[src/rtl/lcd_cmd_ctrl.sv]
// Buffered HD44780-style LCD writer: a byte FIFO replayed with setup/enable/hold/exec timing.
// Optional power-on init sequence (0x38, 0x0C, 0x01, 0x06) is enabled by defining LCD_INIT_SEQ_EN.
`timescale 1ns/1ps
module lcd_cmd_ctrl #(
    parameter int FIFO_DEPTH     = 8,
    parameter int SETUP_CYC      = 4,
    parameter int EN_HIGH_CYC    = 24,
    parameter int HOLD_CYC       = 2,
    parameter int EXEC_CYC       = 2000,
    parameter int CLEAR_EXEC_CYC = 82000
) (
    input  logic        i_clk,
    input  logic        i_rst_n,
    input  logic        i_wr_en,
    input  logic        i_wr_rs,
    input  logic [7:0]  i_wr_data,
    input  logic        i_ctrl_wr,
    input  logic        i_ctrl_on,
    output logic        o_full,
    output logic [31:0] o_status,
    output logic        o_lcd_on,
    output logic        o_lcd_en,
    output logic        o_lcd_rs,
    output logic        o_lcd_rw,
    output logic [7:0]  o_lcd_data
);
    localparam int PTR_W   = $clog2(FIFO_DEPTH);
    localparam int CNT_W   = PTR_W + 1;
    localparam int MAX_AB  = (SETUP_CYC > EN_HIGH_CYC) ? SETUP_CYC : EN_HIGH_CYC;
    localparam int MAX_CD  = (HOLD_CYC > EXEC_CYC) ? HOLD_CYC : EXEC_CYC;
    localparam int MAX_AD  = (MAX_AB > MAX_CD) ? MAX_AB : MAX_CD;
    localparam int MAX_CYC = (MAX_AD > CLEAR_EXEC_CYC) ? MAX_AD : CLEAR_EXEC_CYC;
    localparam int TMR_W   = $clog2(MAX_CYC + 1);

    typedef enum logic [2:0] {IDLE, SETUP, EN_HI, HOLD, EXEC} state_t;

    state_t           state_q, state_d;
    logic [TMR_W-1:0] tmr_q, tmr_d;

    logic [8:0]       fifo_mem [FIFO_DEPTH];
    logic [PTR_W-1:0] wr_ptr_q, rd_ptr_q;
    logic [CNT_W-1:0] count_q;
    logic             full, empty, push, pop, busy, is_clear;
    logic             ovf_q, lcd_on_q;
    logic             bus_rs_q, bus_rs_d;
    logic [7:0]       bus_data_q, bus_data_d;
    logic [3:0]       cnt4;
    logic             init_pending;

    assign full     = (count_q == CNT_W'(FIFO_DEPTH));
    assign empty    = (count_q == '0);
    assign push     = i_wr_en && !full;
    assign is_clear = !bus_rs_q && (bus_data_q >= 8'h01) && (bus_data_q <= 8'h03);

`ifdef LCD_INIT_SEQ_EN
    logic [2:0] init_idx_q;
    logic       init_armed_q;
    logic       init_adv, init_start;
    logic [7:0] init_byte;

    // Armed one cycle after reset release so the reset-time status still reads idle.
    assign init_pending = init_armed_q && (init_idx_q < 3'd4);
    assign init_start   = init_adv && (init_idx_q == 3'd0);

    always_comb begin
        case (init_idx_q[1:0])
            2'd0:    init_byte = 8'h38;
            2'd1:    init_byte = 8'h0C;
            2'd2:    init_byte = 8'h01;
            default: init_byte = 8'h06;
        endcase
    end

    always_ff @(posedge i_clk) begin
        if (!i_rst_n) begin
            init_idx_q   <= '0;
            init_armed_q <= 1'b0;
        end else begin
            init_armed_q <= 1'b1;
            if (init_adv)
                init_idx_q <= init_idx_q + 3'd1;
        end
    end
`else
    assign init_pending = 1'b0;
`endif

    assign busy = (state_q != IDLE) || !empty || init_pending;

    always_comb begin
        state_d    = state_q;
        tmr_d      = tmr_q;
        pop        = 1'b0;
        bus_rs_d   = bus_rs_q;
        bus_data_d = bus_data_q;
`ifdef LCD_INIT_SEQ_EN
        init_adv   = 1'b0;
`endif
        case (state_q)
            IDLE: begin
`ifdef LCD_INIT_SEQ_EN
                if (init_pending) begin
                    init_adv   = 1'b1;
                    bus_rs_d   = 1'b0;
                    bus_data_d = init_byte;
                    state_d    = SETUP;
                    tmr_d      = TMR_W'(SETUP_CYC - 1);
                end else
`endif
                if (!empty) begin
                    pop        = 1'b1;
                    bus_rs_d   = fifo_mem[rd_ptr_q][8];
                    bus_data_d = fifo_mem[rd_ptr_q][7:0];
                    state_d    = SETUP;
                    tmr_d      = TMR_W'(SETUP_CYC - 1);
                end
            end
            SETUP: begin
                if (tmr_q == '0) begin
                    state_d = EN_HI;
                    tmr_d   = TMR_W'(EN_HIGH_CYC - 1);
                end else begin
                    tmr_d = tmr_q - TMR_W'(1);
                end
            end
            EN_HI: begin
                if (tmr_q == '0) begin
                    state_d = HOLD;
                    tmr_d   = TMR_W'(HOLD_CYC - 1);
                end else begin
                    tmr_d = tmr_q - TMR_W'(1);
                end
            end
            HOLD: begin
                // Clear-display and return-home need the long panel execution time.
                if (tmr_q == '0) begin
                    state_d = EXEC;
                    tmr_d   = is_clear ? TMR_W'(CLEAR_EXEC_CYC - 1) : TMR_W'(EXEC_CYC - 1);
                end else begin
                    tmr_d = tmr_q - TMR_W'(1);
                end
            end
            EXEC: begin
                if (tmr_q == '0)
                    state_d = IDLE;
                else
                    tmr_d = tmr_q - TMR_W'(1);
            end
            default: state_d = IDLE;
        endcase
    end

    always_ff @(posedge i_clk) begin
        if (!i_rst_n) begin
            state_q    <= IDLE;
            tmr_q      <= '0;
            bus_rs_q   <= 1'b0;
            bus_data_q <= 8'h00;
        end else begin
            state_q    <= state_d;
            tmr_q      <= tmr_d;
            bus_rs_q   <= bus_rs_d;
            bus_data_q <= bus_data_d;
        end
    end

    always_ff @(posedge i_clk) begin
        if (push)
            fifo_mem[wr_ptr_q] <= {i_wr_rs, i_wr_data};
    end

    always_ff @(posedge i_clk) begin
        if (!i_rst_n) begin
            wr_ptr_q <= '0;
            rd_ptr_q <= '0;
            count_q  <= '0;
        end else begin
            if (push)
                wr_ptr_q <= wr_ptr_q + PTR_W'(1);
            if (pop)
                rd_ptr_q <= rd_ptr_q + PTR_W'(1);
            case ({push, pop})
                2'b10:   count_q <= count_q + CNT_W'(1);
                2'b01:   count_q <= count_q - CNT_W'(1);
                default: count_q <= count_q;
            endcase
        end
    end

    // A dropped write sets overflow even when a control write clears it the same cycle.
    always_ff @(posedge i_clk) begin
        if (!i_rst_n) begin
            ovf_q    <= 1'b0;
            lcd_on_q <= 1'b0;
        end else begin
            if (i_wr_en && full)
                ovf_q <= 1'b1;
            else if (i_ctrl_wr)
                ovf_q <= 1'b0;
            if (i_ctrl_wr)
                lcd_on_q <= i_ctrl_on;
`ifdef LCD_INIT_SEQ_EN
            else if (init_start)
                lcd_on_q <= 1'b1;
`endif
        end
    end

    assign cnt4       = 4'(count_q);
    assign o_full     = full;
    assign o_status   = {24'h0, cnt4, ovf_q, empty, full, busy};
    assign o_lcd_on   = lcd_on_q;
    assign o_lcd_en   = (state_q == EN_HI);
    assign o_lcd_rs   = bus_rs_q;
    assign o_lcd_rw   = 1'b0;
    assign o_lcd_data = bus_data_q;

endmodule

[config.mk]
export PLATFORM = sky130hd
export DESIGN_NAME = lcd_cmd_ctrl
export DESIGN_NICKNAME = d
export VERILOG_FILES = /design/src/rtl/lcd_cmd_ctrl.sv
export SDC_FILE = /design/constraint.sdc
export NUM_CORES = 1
export LEC_CHECK = 0
export ABC_AREA = 0
export BUFFER_PORTS_ARGS = -buffer_cell sky130_fd_sc_hd__buf_4
export CAP_MARGIN = 20
export CELL_PAD_IN_SITES_DETAIL_PLACEMENT = 1
export CELL_PAD_IN_SITES_GLOBAL_PLACEMENT = 2
export CORE_MARGIN = 2
export CORE_UTILIZATION = 35
export DETAILED_ROUTE_END_ITERATION = 7
export PLACE_DENSITY_LB_ADDON = 0.1
export SETUP_SLACK_MARGIN = 0.5
export SLEW_MARGIN = 15
export SYNTH_ARGS = -nofsm -noshare
export SYNTH_HDL_FRONTEND = slang
export SYNTH_SLANG_ARGS = --single-unit
[constraint.sdc]
create_clock -name i_clk -period 3.4 [get_ports i_clk]
set_input_delay 0.68 -clock i_clk [delete_from_list [all_inputs] [get_ports i_clk]]
set_output_delay 0.68 -clock i_clk [all_outputs]
set_load 0.02 [all_outputs]
==> results_dict.tcl, run 1 <==
set metrics [dict create \
    h-tree-depth 4 \
    fin_crit_sh_pct 76.38 \
    worst_r2r_path_depth 10 \
    ioPinCount 59 \
    synth_cells 421 \
    post_cts_buffers 0 \
    synth-main-ff-cell "edfxtp_1" \
    worstSkewPairLatency_ns 0.42 \
    dp_hpwl_um 8461 \
    power.leakage_uw 0.002221 \
    seqPwrFrac_pct 32.3 \
    drv_cap 0 \
    worstPathRequired_ns 3.75 \
    ys_types 59 \
    avgViaCountPerCell 5.109 \
    rows 44 \
    drv_slew 0 \
    clk_pin_slew_worst_paths_ns 0.05 \
    worstMarginPinSlew_ns 0.9728 \
    power.internal_uw 3674 \
    ys_async_sr_fraction_pct 0 \
    die-area_um2 16040 \
    synth_edf_count 72 \
    synthTopCellsByArea "edfxtp_1 (41%), dfxtp_1 (16%), mux4_2 (7.7%)" \
    worst-path-max-fanout 6 \
    cts_buffer_depth 2 \
    dr_total_vias 3367 \
    dp.cells 627 \
    cts_resized 0 \
    drc 0 \
    syn_to_final_growth_pct 18.18 \
    yosysWarnings 0 \
    fill_cells 1503 \
    status "finished, final reports clean" \
    synth_top_area_cell "edfxtp_1" \
    fin_cells 659 \
    p_switching_uw 2247 \
    avgSynthCellArea_um2 12.51 \
    synth_area_um2 5265 \
    core_area_um2 14590 \
    wl_um 12740 \
    grt_max_degree 23 \
    cts-root-buf "clkbuf_16" \
    rsz0062_at_grt "no" \
    hold_path_depth 1 \
    holdBufCountCts 0 \
    hold_path_end "fifo_mem[3][1]$_DFFE_PP_" \
    grt_util_all_layers_pct 17.00 \
    wl_per_cell_um 19.33 \
    r2r_start "cnt4[0]$_SDFFE_PN0P_" \
    die_y_um 126.7 \
    grt_pass1_wl_um 20270 \
    synth_top_area_share_pct 41.06 \
    slew_headroom_pct 35.06 \
    p_comb_share_pct 38.3 \
    ys_ff_latch 113 \
    r2r_slack_ns 0.80 \
    clock-sinks 113 \
    nets 484 \
    drt-pass1-iter-count 4 \
    critPathArrivalTime_ns 2.94 \
    gp_congestion 0.7815 \
    total_power_uw 5920 \
    end_kind "flip-flop" \
    max_freq_mhz 385.1 \
    peakVddDrop_v 0.0003430 \
    diodes 0 \
    min_from "i_wr_data[1]" \
    start_kind "flip-flop" \
    die_w_um 126.7 \
    route.antenna.remaining_nets 0 \
    crit_type "flip-flop to flip-flop" \
    drive_above_1_share_pct 23.79 \
    tritoncts "built" \
    skew_ns 0.006187 \
    report.final.hold_viol_count 0 \
    drtIter0Drc 113 \
    setup_viol 0 \
    initial_core_util_pct 36.09 \
    cts_buffers 17 \
    netSwitchingFraction_pct 37.95 \
    hold_class "input pin to flip-flop" \
    p_clk_share_pct 29.3 \
    r2r_end "cnt4[3]$_SDFFE_PN0P_" \
    period_needed_ns 2.597 \
    grt_overflow 0 \
    grt_pass1_vias 3533 \
    io_buffers 33 \
    final.setup.tns_ns 0 \
    synth.yosys.seq_area_share_pct 56.65 \
    antenna_found_initial 0 \
    power.density_nw_per_um2 951.5 \
    final_util_pct 42.65 \
]
how the worst max path moves through the flow:
stage / startpoint / endpoint / slack, ns / depth (start not counted)
after floorplan: state_q[1]$_SDFFE_PN0P_ / cnt4[3]$_SDFFE_PN0P_ / 0.55 / 12
after global placement: i_wr_en / cnt4[3]$_SDFFE_PN0P_ / 0.66 / 10
after detailed placement: i_wr_en / cnt4[3]$_SDFFE_PN0P_ / 0.61 / 10
after CTS: cnt4[0]$_SDFFE_PN0P_ / cnt4[3]$_SDFFE_PN0P_ / 0.76 / 10
after global routing: cnt4[0]$_SDFFE_PN0P_ / cnt4[3]$_SDFFE_PN0P_ / 0.54 / 10
final: cnt4[0]$_SDFFE_PN0P_ / cnt4[3]$_SDFFE_PN0P_ / 0.80 / 10
per-stage QoR:
step / setup WS (ns) / area, um2 / hold WS (ns)
finish: 0.8031 / 6222 / 0.4955
global route: 0.5428 / 6222 / 0.4879
CTS: 0.7629 / 6222 / 0.4786
detailed placement: 0.6130 / 5640 / 0.5044
global placement: 0.6634 / 5640 / 0.4834
floorplan: 0.5515 / 5361 / 0.4797
worst max-delay path, stage by stage, from the launching register on:
cell	delay (ns)
dfxtp_1	0.37
nor4b_2	0.43
nor2b_1	0.18
inv_1	0.20
ha_1	0.23
ha_1	0.24
a21o_1	0.18
a21oi_1	0.17
xnor2_1	0.09
or3_1	0.30
a21oi_1	0.14
sequential cells by signal, indices dropped and copies added, names as in the netlist:
| signal | count |
|---|---|
| tmr_q | 17 |
| fifo_mem | 72 |
| o_lcd_data | 8 |
| rd_ptr_q | 3 |
| state_q | 3 |
| o_lcd_rs | 1 |
| ovf_q | 1 |
| o_lcd_on | 1 |
| cnt4 | 4 |
| wr_ptr_q | 3 |
power groups by stage:
| stage | Clock (uW) | Combinational (uW) | Sequential, uW |
|---|---|---|---|
| 2_1_floorplan | 0 | 1760 | 1870 |
| 3_3_place_gp | 0 | 2260 | 1940 |
| 3_5_place_dp | 0 | 2270 | 1940 |
| 4_1_cts | 1780 | 2290 | 1920 |
| 5_1_grt | 1830 | 2530 | 1950 |
| 6_report | 1740 | 2270 | 1910 |
placed cells by master, fill, tap and decap left out, types with 4 or more instances in the layout:
| master | n |
|---|---|
| nor2_1 | 43 |
| a21oi_1 | 22 |
| nor3_1 | 15 |
| nor2b_1 | 4 |
| nor4_1 | 6 |
| o21ai_0 | 12 |
| edfxtp_1 | 72 |
| clkbuf_16 | 17 |
| inv_6 | 5 |
| a211oi_1 | 11 |
| mux4_2 | 18 |
| dfxtp_1 | 41 |
| inv_1 | 8 |
| nand3_1 | 4 |
| mux2i_1 | 11 |
| a21o_1 | 5 |
| buf_4 | 47 |
| conb_1 | 25 |
| xnor2_1 | 12 |
| ha_1 | 7 |
| nand2_1 | 20 |
| xor2_1 | 8 |
routing by layer:
| metal | GRT usage [%] | up-vias | part of all wire, % |
|---|---|---|---|
| met4 | 6.399 | 0 | 1.5 |
| met2 | 25.54 | 81 | 44 |
| li1 | - | 1603 | - |
| met3 | 4.218 | 13 | 4.1 |
| met5 | 0 | - | 0 |
| met1 | 23.86 | 1670 | 50 |
Yosys cell counts (3+ instances only):
library cell	count
xor2_1	8
nand2_1	20
a21oi_1	22
o21ai_0	12
nor3_1	16
mux4_2	18
a21o_1	5
ha_1	7
nor2b_1	4
nand3_1	4
inv_1	8
buf_2	6
xnor2_1	12
clkbuf_1	10
nand2b_1	3
a211oi_1	11
nor4_1	7
dfxtp_1	41
nor2_1	43
buf_4	29
edfxtp_1	72
mux2i_1	11
cell families after synthesis:
kind of cell	synth area share (%)
xor+xnor	3.327
fa+ha+maj	2.044
mux	9.791
compound gates	9.173
flops	56.65
simple gates	12.38
other cells	0.07122
buf+inv	6.559
cell type report:
class                           instances  area (um2)  area share [%]
Clock inverter                         15       156.4           2.514
Clock buffer                           17       425.4           6.837
Inverter                                8       30.03          0.4826
Multi-Input combinational cell        275        2044           32.86
Tap cell                              184       230.2           3.700
Timing Repair Buffer                   47       352.8           5.671
Sequential cell                       113        2983           47.94
Power figures use the tool's default switching activity.
==> run 2, diff against run 1 <==
==> constraint.sdc (replaced) <==
create_clock -name i_clk -period 2.5 [get_ports i_clk]
set_input_delay 0.5 -clock i_clk [delete_from_list [all_inputs] [get_ports i_clk]]
set_output_delay 0.5 -clock i_clk [all_outputs]
set_load 0.02 [all_outputs]
==> results_dict.tcl, run 2 (synthesized netlist as in run 1, its figures left out) <==
set metrics [dict create \
    status "finished, final reports clean" \
    slew_headroom_pct 66.52 \
    setup_viol 0 \
    clk_pin_slew_worst_paths_ns 0.06 \
    cts_buffer_depth 2 \
    final.setup.tns_ns 0 \
    antenna_found_initial 0 \
    worstSkewPairLatency_ns 0.41 \
    crit_chain "nor4b_4 > nor2b_2 > inv_2 > ha_4 > ha_4 > a21o_1 > a21oi_2 > xnor2_2 > or3_1 > a21oi_2" \
    top_register "fifo_mem" \
    dr_total_vias 3505 \
    mostFrequentLayoutCell "buf_4" \
    fin_crit_sh_pct 84.52 \
    cts-root-buf "clkbuf_16" \
    dp_hpwl_um 8878 \
    start_kind "flip-flop" \
    drv_cap 0 \
    die-area_um2 16040 \
    total_power_uw 8895 \
    cts_buffers 17 \
    postLayoutCellArea_um2 6769 \
    grt_max_degree 23 \
    gp_congestion 0.8284 \
    grt_overflow 0 \
    grt_pass1_vias 3639 \
    die_w_um 126.7 \
    route.antenna.remaining_nets 0 \
    max_stage_delay_ns 0.37 \
    clock-sinks 113 \
    initial_core_util_pct 36.09 \
    grt_util_all_layers_pct 17.49 \
    diodes 0 \
    drive_above_1_share_pct 37.50 \
    io_buffers 33 \
    rsz0062_at_grt "yes" \
    power.density_nw_per_um2 1314 \
    drv_slew 0 \
    report.final.hold_viol_count 0 \
    drtIter0Drc 143 \
    wl_um 13370 \
    nets 521 \
    grt_pass1_wl_um 20840 \
    drt-pass1-iter-count 4 \
    final_util_pct 46.40 \
    fin_ws_ns 0.3869 \
    avgViaCountPerCell 5.036 \
    rows 44 \
    cp_top_family "simple AND/OR/NAND/NOR gates" \
    period_needed_ns 2.113 \
    end_kind "flip-flop" \
    critPathArrivalTime_ns 2.46 \
    ioPinCount 59 \
    die_y_um 126.7 \
    syn_to_final_growth_pct 28.56 \
    path_buf_inv 1 \
    hold_class "input pin to flip-flop" \
    core_area_um2 14590 \
    peakVddDrop_v 0.0008055 \
    power.leakage_uw 0.002449 \
    crit_type "flip-flop to flip-flop" \
    fill_cells 1507 \
    place_ws_ns 0.1533 \
    tritoncts "built" \
    slowest_stage "dfxtp_4" \
    max_freq_mhz 473.2 \
    skew_ns 0.01125 \
    post_dp_cell_area_um2 5829 \
    worstMarginPinSlew_ns 0.5015 \
    drc 0 \
    wl_per_cell_um 19.20 \
    mostFrequentLayoutCells "buf_4 (79), edfxtp_1 (72), nor2_1 (40)" \
    h-tree-depth 4 \
    worstPathRequired_ns 2.84 \
    largest_reg_flops 72 \
    worst-path-max-fanout 4 \
]
run 2: changes by cell type in the layout (fill, tap and decap cells not counted), moves of 4 or more:
cell | before | now
buf_4 | 47 | 79
dfxtp_1 | 41 | 33
dfxtp_2 | 0 | 6
buf_6 | 0 | 5
a21oi_1 | 22 | 18
a21oi_2 | 0 | 4
inv_1 | 8 | 4
inv_2 | 0 | 4
run 2: worst paths after layout:
kind / slack (ns) / from / depth (start not counted) / endpoint
hold / removal: 0.32 / i_wr_data[3] / 1 / fifo_mem[2][3]$_DFFE_PP_
hold reg to reg: 0.52 / o_lcd_on$_SDFFE_PN0P_ / 2 / o_lcd_on$_SDFFE_PN0P_
setup reg to reg: 0.39 / cnt4[0]$_SDFFE_PN0P_ / 10 / cnt4[3]$_SDFFE_PN0P_
setup / recovery: 0.39 / cnt4[0]$_SDFFE_PN0P_ / 10 / cnt4[3]$_SDFFE_PN0P_
run 2: worst reg2reg max path, stage by stage, from the launching register on:
cell     delay (ns)
dfxtp_4        0.37
nor4b_4        0.33
nor2b_2        0.09
inv_2          0.09
ha_4           0.15
ha_4           0.19
a21o_1         0.15
a21oi_2        0.16
xnor2_2        0.07
or3_1          0.32
a21oi_2        0.11
run 2: what timing repair did:
item                                   CTS  global route
buffers inserted                         7            15
endpoints found under the hold margin    0             0
pin swaps                                8            12
gates cloned                             0             0
hold buffers                             0             0
setup endpoints to repair               21            21
gates resized for setup                 25            27
run 2: through the flow:
stage	instances	hold slack, ns
6_report	696	0.3212
5_1_grt	696	0.3026
4_1_cts	681	0.2996
3_5_place_dp	642	0.5125
3_3_place_gp	642	0.4878
2_1_floorplan	445	0.4797
run 2: where the power goes:
part           total [uW]  switching (uW)  internal (uW)
Clock                2410             936           1470
Combinational        3910            2120           1790
Sequential           2580             308           2270
run 2: final cells by class:
type / instances / area [um2] / share of cell area, %
Timing Repair Buffer: 84 / 649.4 / 9.593
Clock inverter: 15 / 158.9 / 2.347
Tap cell: 184 / 230.2 / 3.401
Inverter: 8 / 30.03 / 0.4436
Sequential cell: 113 / 2998 / 44.29
Clock buffer: 17 / 425.4 / 6.285
Multi-Input combinational cell: 275 / 2277 / 33.64
run 2: routing by layer:
metal	share of wire [%]	vias up	wire [um]	track usage, %
li1	-	1671	-	-
met1	43	1766	5729	21.20
met2	53	49	7047	29.88
met3	2.3	19	310	4.555
met4	2.1	0	278	6.723
met5	0	-	0	0
==> run 3, diff against run 2 <==
==> constraint.sdc (replaced) <==
create_clock -name i_clk -period 2.04 [get_ports i_clk]
set_input_delay 0.408 -clock i_clk [delete_from_list [all_inputs] [get_ports i_clk]]
set_output_delay 0.408 -clock i_clk [all_outputs]
set_load 0.02 [all_outputs]
==> results_dict.tcl, run 3 (synthesized netlist as in run 1, its figures left out) <==
set metrics [dict create \
    antenna_found_initial 0 \
    total_power_uw 12620 \
    holdBufCountCts 0 \
    drv_cap 0 \
    worstMarginPinSlew_ns 0.6300 \
    worstPathRequired_ns 2.38 \
    place_ws_ns -0.1005 \
    cts_buffers 17 \
    start_kind "flip-flop" \
    grt_pass1_vias 3959 \
    fin_ws_ns -0.09028 \
    critPathArrivalTime_ns 2.47 \
    syn_to_final_growth_pct 49.74 \
    drive_above_1_share_pct 52.58 \
    min_from "i_wr_data[2]" \
    route.antenna.remaining_nets 0 \
    wl_met2_um 8420 \
    fin_crit_sh_pct 104.4 \
    initial_core_util_pct 36.09 \
    multi_input_comb_area_um2 2676 \
    grt_util_all_layers_pct 19.46 \
    cts-root-buf "clkbuf_16" \
    grt_overflow 0 \
    status "complete, but fails checks" \
    drc 0 \
    period_needed_ns 2.130 \
    power.leakage_uw 0.002865 \
    ioPinCount 59 \
    core_area_um2 14590 \
    rows 44 \
    cts_buffer_depth 2 \
    peakVddDrop_v 0.0007782 \
    skew_ns 0.01180 \
    regArea_um2 3028 \
    gp_congestion 0.7772 \
    fin_cells 745 \
    io_buffers 33 \
    grt_pass1_wl_um 23240 \
    report.final.hold_viol_count 0 \
    post_dp_cell_area_um2 6156 \
    worst-path-max-fanout 4 \
    mostFrequentLayoutCell "buf_4" \
    drt-pass1-iter-count 4 \
    fill_cells 1431 \
    nets 570 \
    end_kind "flip-flop" \
    worstSkewPairLatency_ns 0.42 \
    avgViaCountPerCell 5.086 \
    h-tree-depth 4 \
    rsz0062_at_grt "yes" \
    power.density_nw_per_um2 1600 \
    diodes 0 \
    slew_headroom_pct 57.94 \
    drv_slew 0 \
    dp_hpwl_um 8998 \
    postLayoutCellArea_um2 7884 \
    dp.cells 659 \
    die_w_um 126.7 \
    grt_max_degree 25 \
    setup_viol 1 \
    wl_met1_um 6084 \
    wl_per_cell_um 20.35 \
    mostFrequentLayoutCells "buf_4 (78), edfxtp_1 (72), buf_6 (37)" \
    violations "setup timing" \
    die_y_um 126.7 \
    tritoncts "built" \
    largest_reg_flops 72 \
    critPathLaunch "cnt4[1]$_SDFFE_PN0P_" \
    wl_um 15160 \
    crit_type "flip-flop to flip-flop" \
    route.met3.wl_um 413 \
    drtIter0Drc 126 \
    dr_total_vias 3789 \
    highest_layer "met4" \
    top_register "fifo_mem" \
    r2r_start "cnt4[1]$_SDFFE_PN0P_" \
    max_freq_mhz 469.4 \
    clk_pin_slew_worst_paths_ns 0.06 \
    clock-sinks 113 \
    hold_class "input pin to flip-flop" \
    final_util_pct 54.04 \
    die-area_um2 16040 \
]
## run 3: changes by cell type in the layout (fill, tap and decap cells not counted), moves of 6 or more
cell / change
dfxtp_1: -8
nor2_1: -9
buf_12: +10
nor3_1: -9
dfxtp_4: +8
buf_6: +32
nor2_4: +8
a21oi_1: -7
o21ai_0: -6
nor3_4: +7
## run 3: worst paths after layout
check,to,slack [ns],cells past startpoint
min reg2reg,o_lcd_on$_SDFFE_PN0P_,0.50,2
min,fifo_mem[0][2]$_DFFE_PP_,0.22,1
max reg2reg,cnt4[3]$_SDFFE_PN0P_,-0.09,10
max,cnt4[3]$_SDFFE_PN0P_,-0.09,10
## run 3: layout make-up
cell class,count,share of cell area [%]
sequential,113,38.41
multi-input combinational,275,33.95
timing repair buffer,133,17.35
clock buffer,19,5.491
tap,184,2.920
clock inverter,13,1.444
inverter,8,0.4444
## run 3: worst max-delay path, stage by stage (launching register included)
cell	delay [ns]
dfxtp_4	0.37
nor4b_4	0.33
nor2b_2	0.09
inv_2	0.09
ha_4	0.14
ha_4	0.19
a21o_1	0.16
a21oi_2	0.13
xnor2_1	0.09
or3_1	0.36
a21oi_2	0.12
## run 3: where the power goes
| group | internal (uW) | switching, uW |
|---|---|---|
| registers | 2810 | 412 |
| clock network | 1670 | 1080 |
| logic | 3280 | 3360 |
## run 3: what timing repair did
action | CTS | global route
buffers inserted | 32 | 13
gates resized for setup | 104 | 59
endpoints found under the setup margin | 105 | 114
cloned | 8 | 1
pin swaps | 39 | 29
## run 3: per-layer routing
| metal | GRT usage [%] | vias to the layer above |
|---|---|---|
| met4 | 5.236 | 0 |
| met1 | 22.93 | 1935 |
| li1 | - | 1767 |
| met2 | 34.98 | 66 |
| met5 | 0 | - |
| met3 | 5.230 | 21 |
## run 3: through the flow
| stage | hold WS [ns] | setup TNS, ns |
|---|---|---|
| global route | 0.2135 | -0.4024 |
| global placement | 0.4746 | -0.02085 |
| floorplan | 0.4937 | -2.494 |
| detailed placement | 0.4935 | -0.1005 |
| CTS | 0.2048 | -0.1369 |
| finish | 0.2250 | -0.09028 |
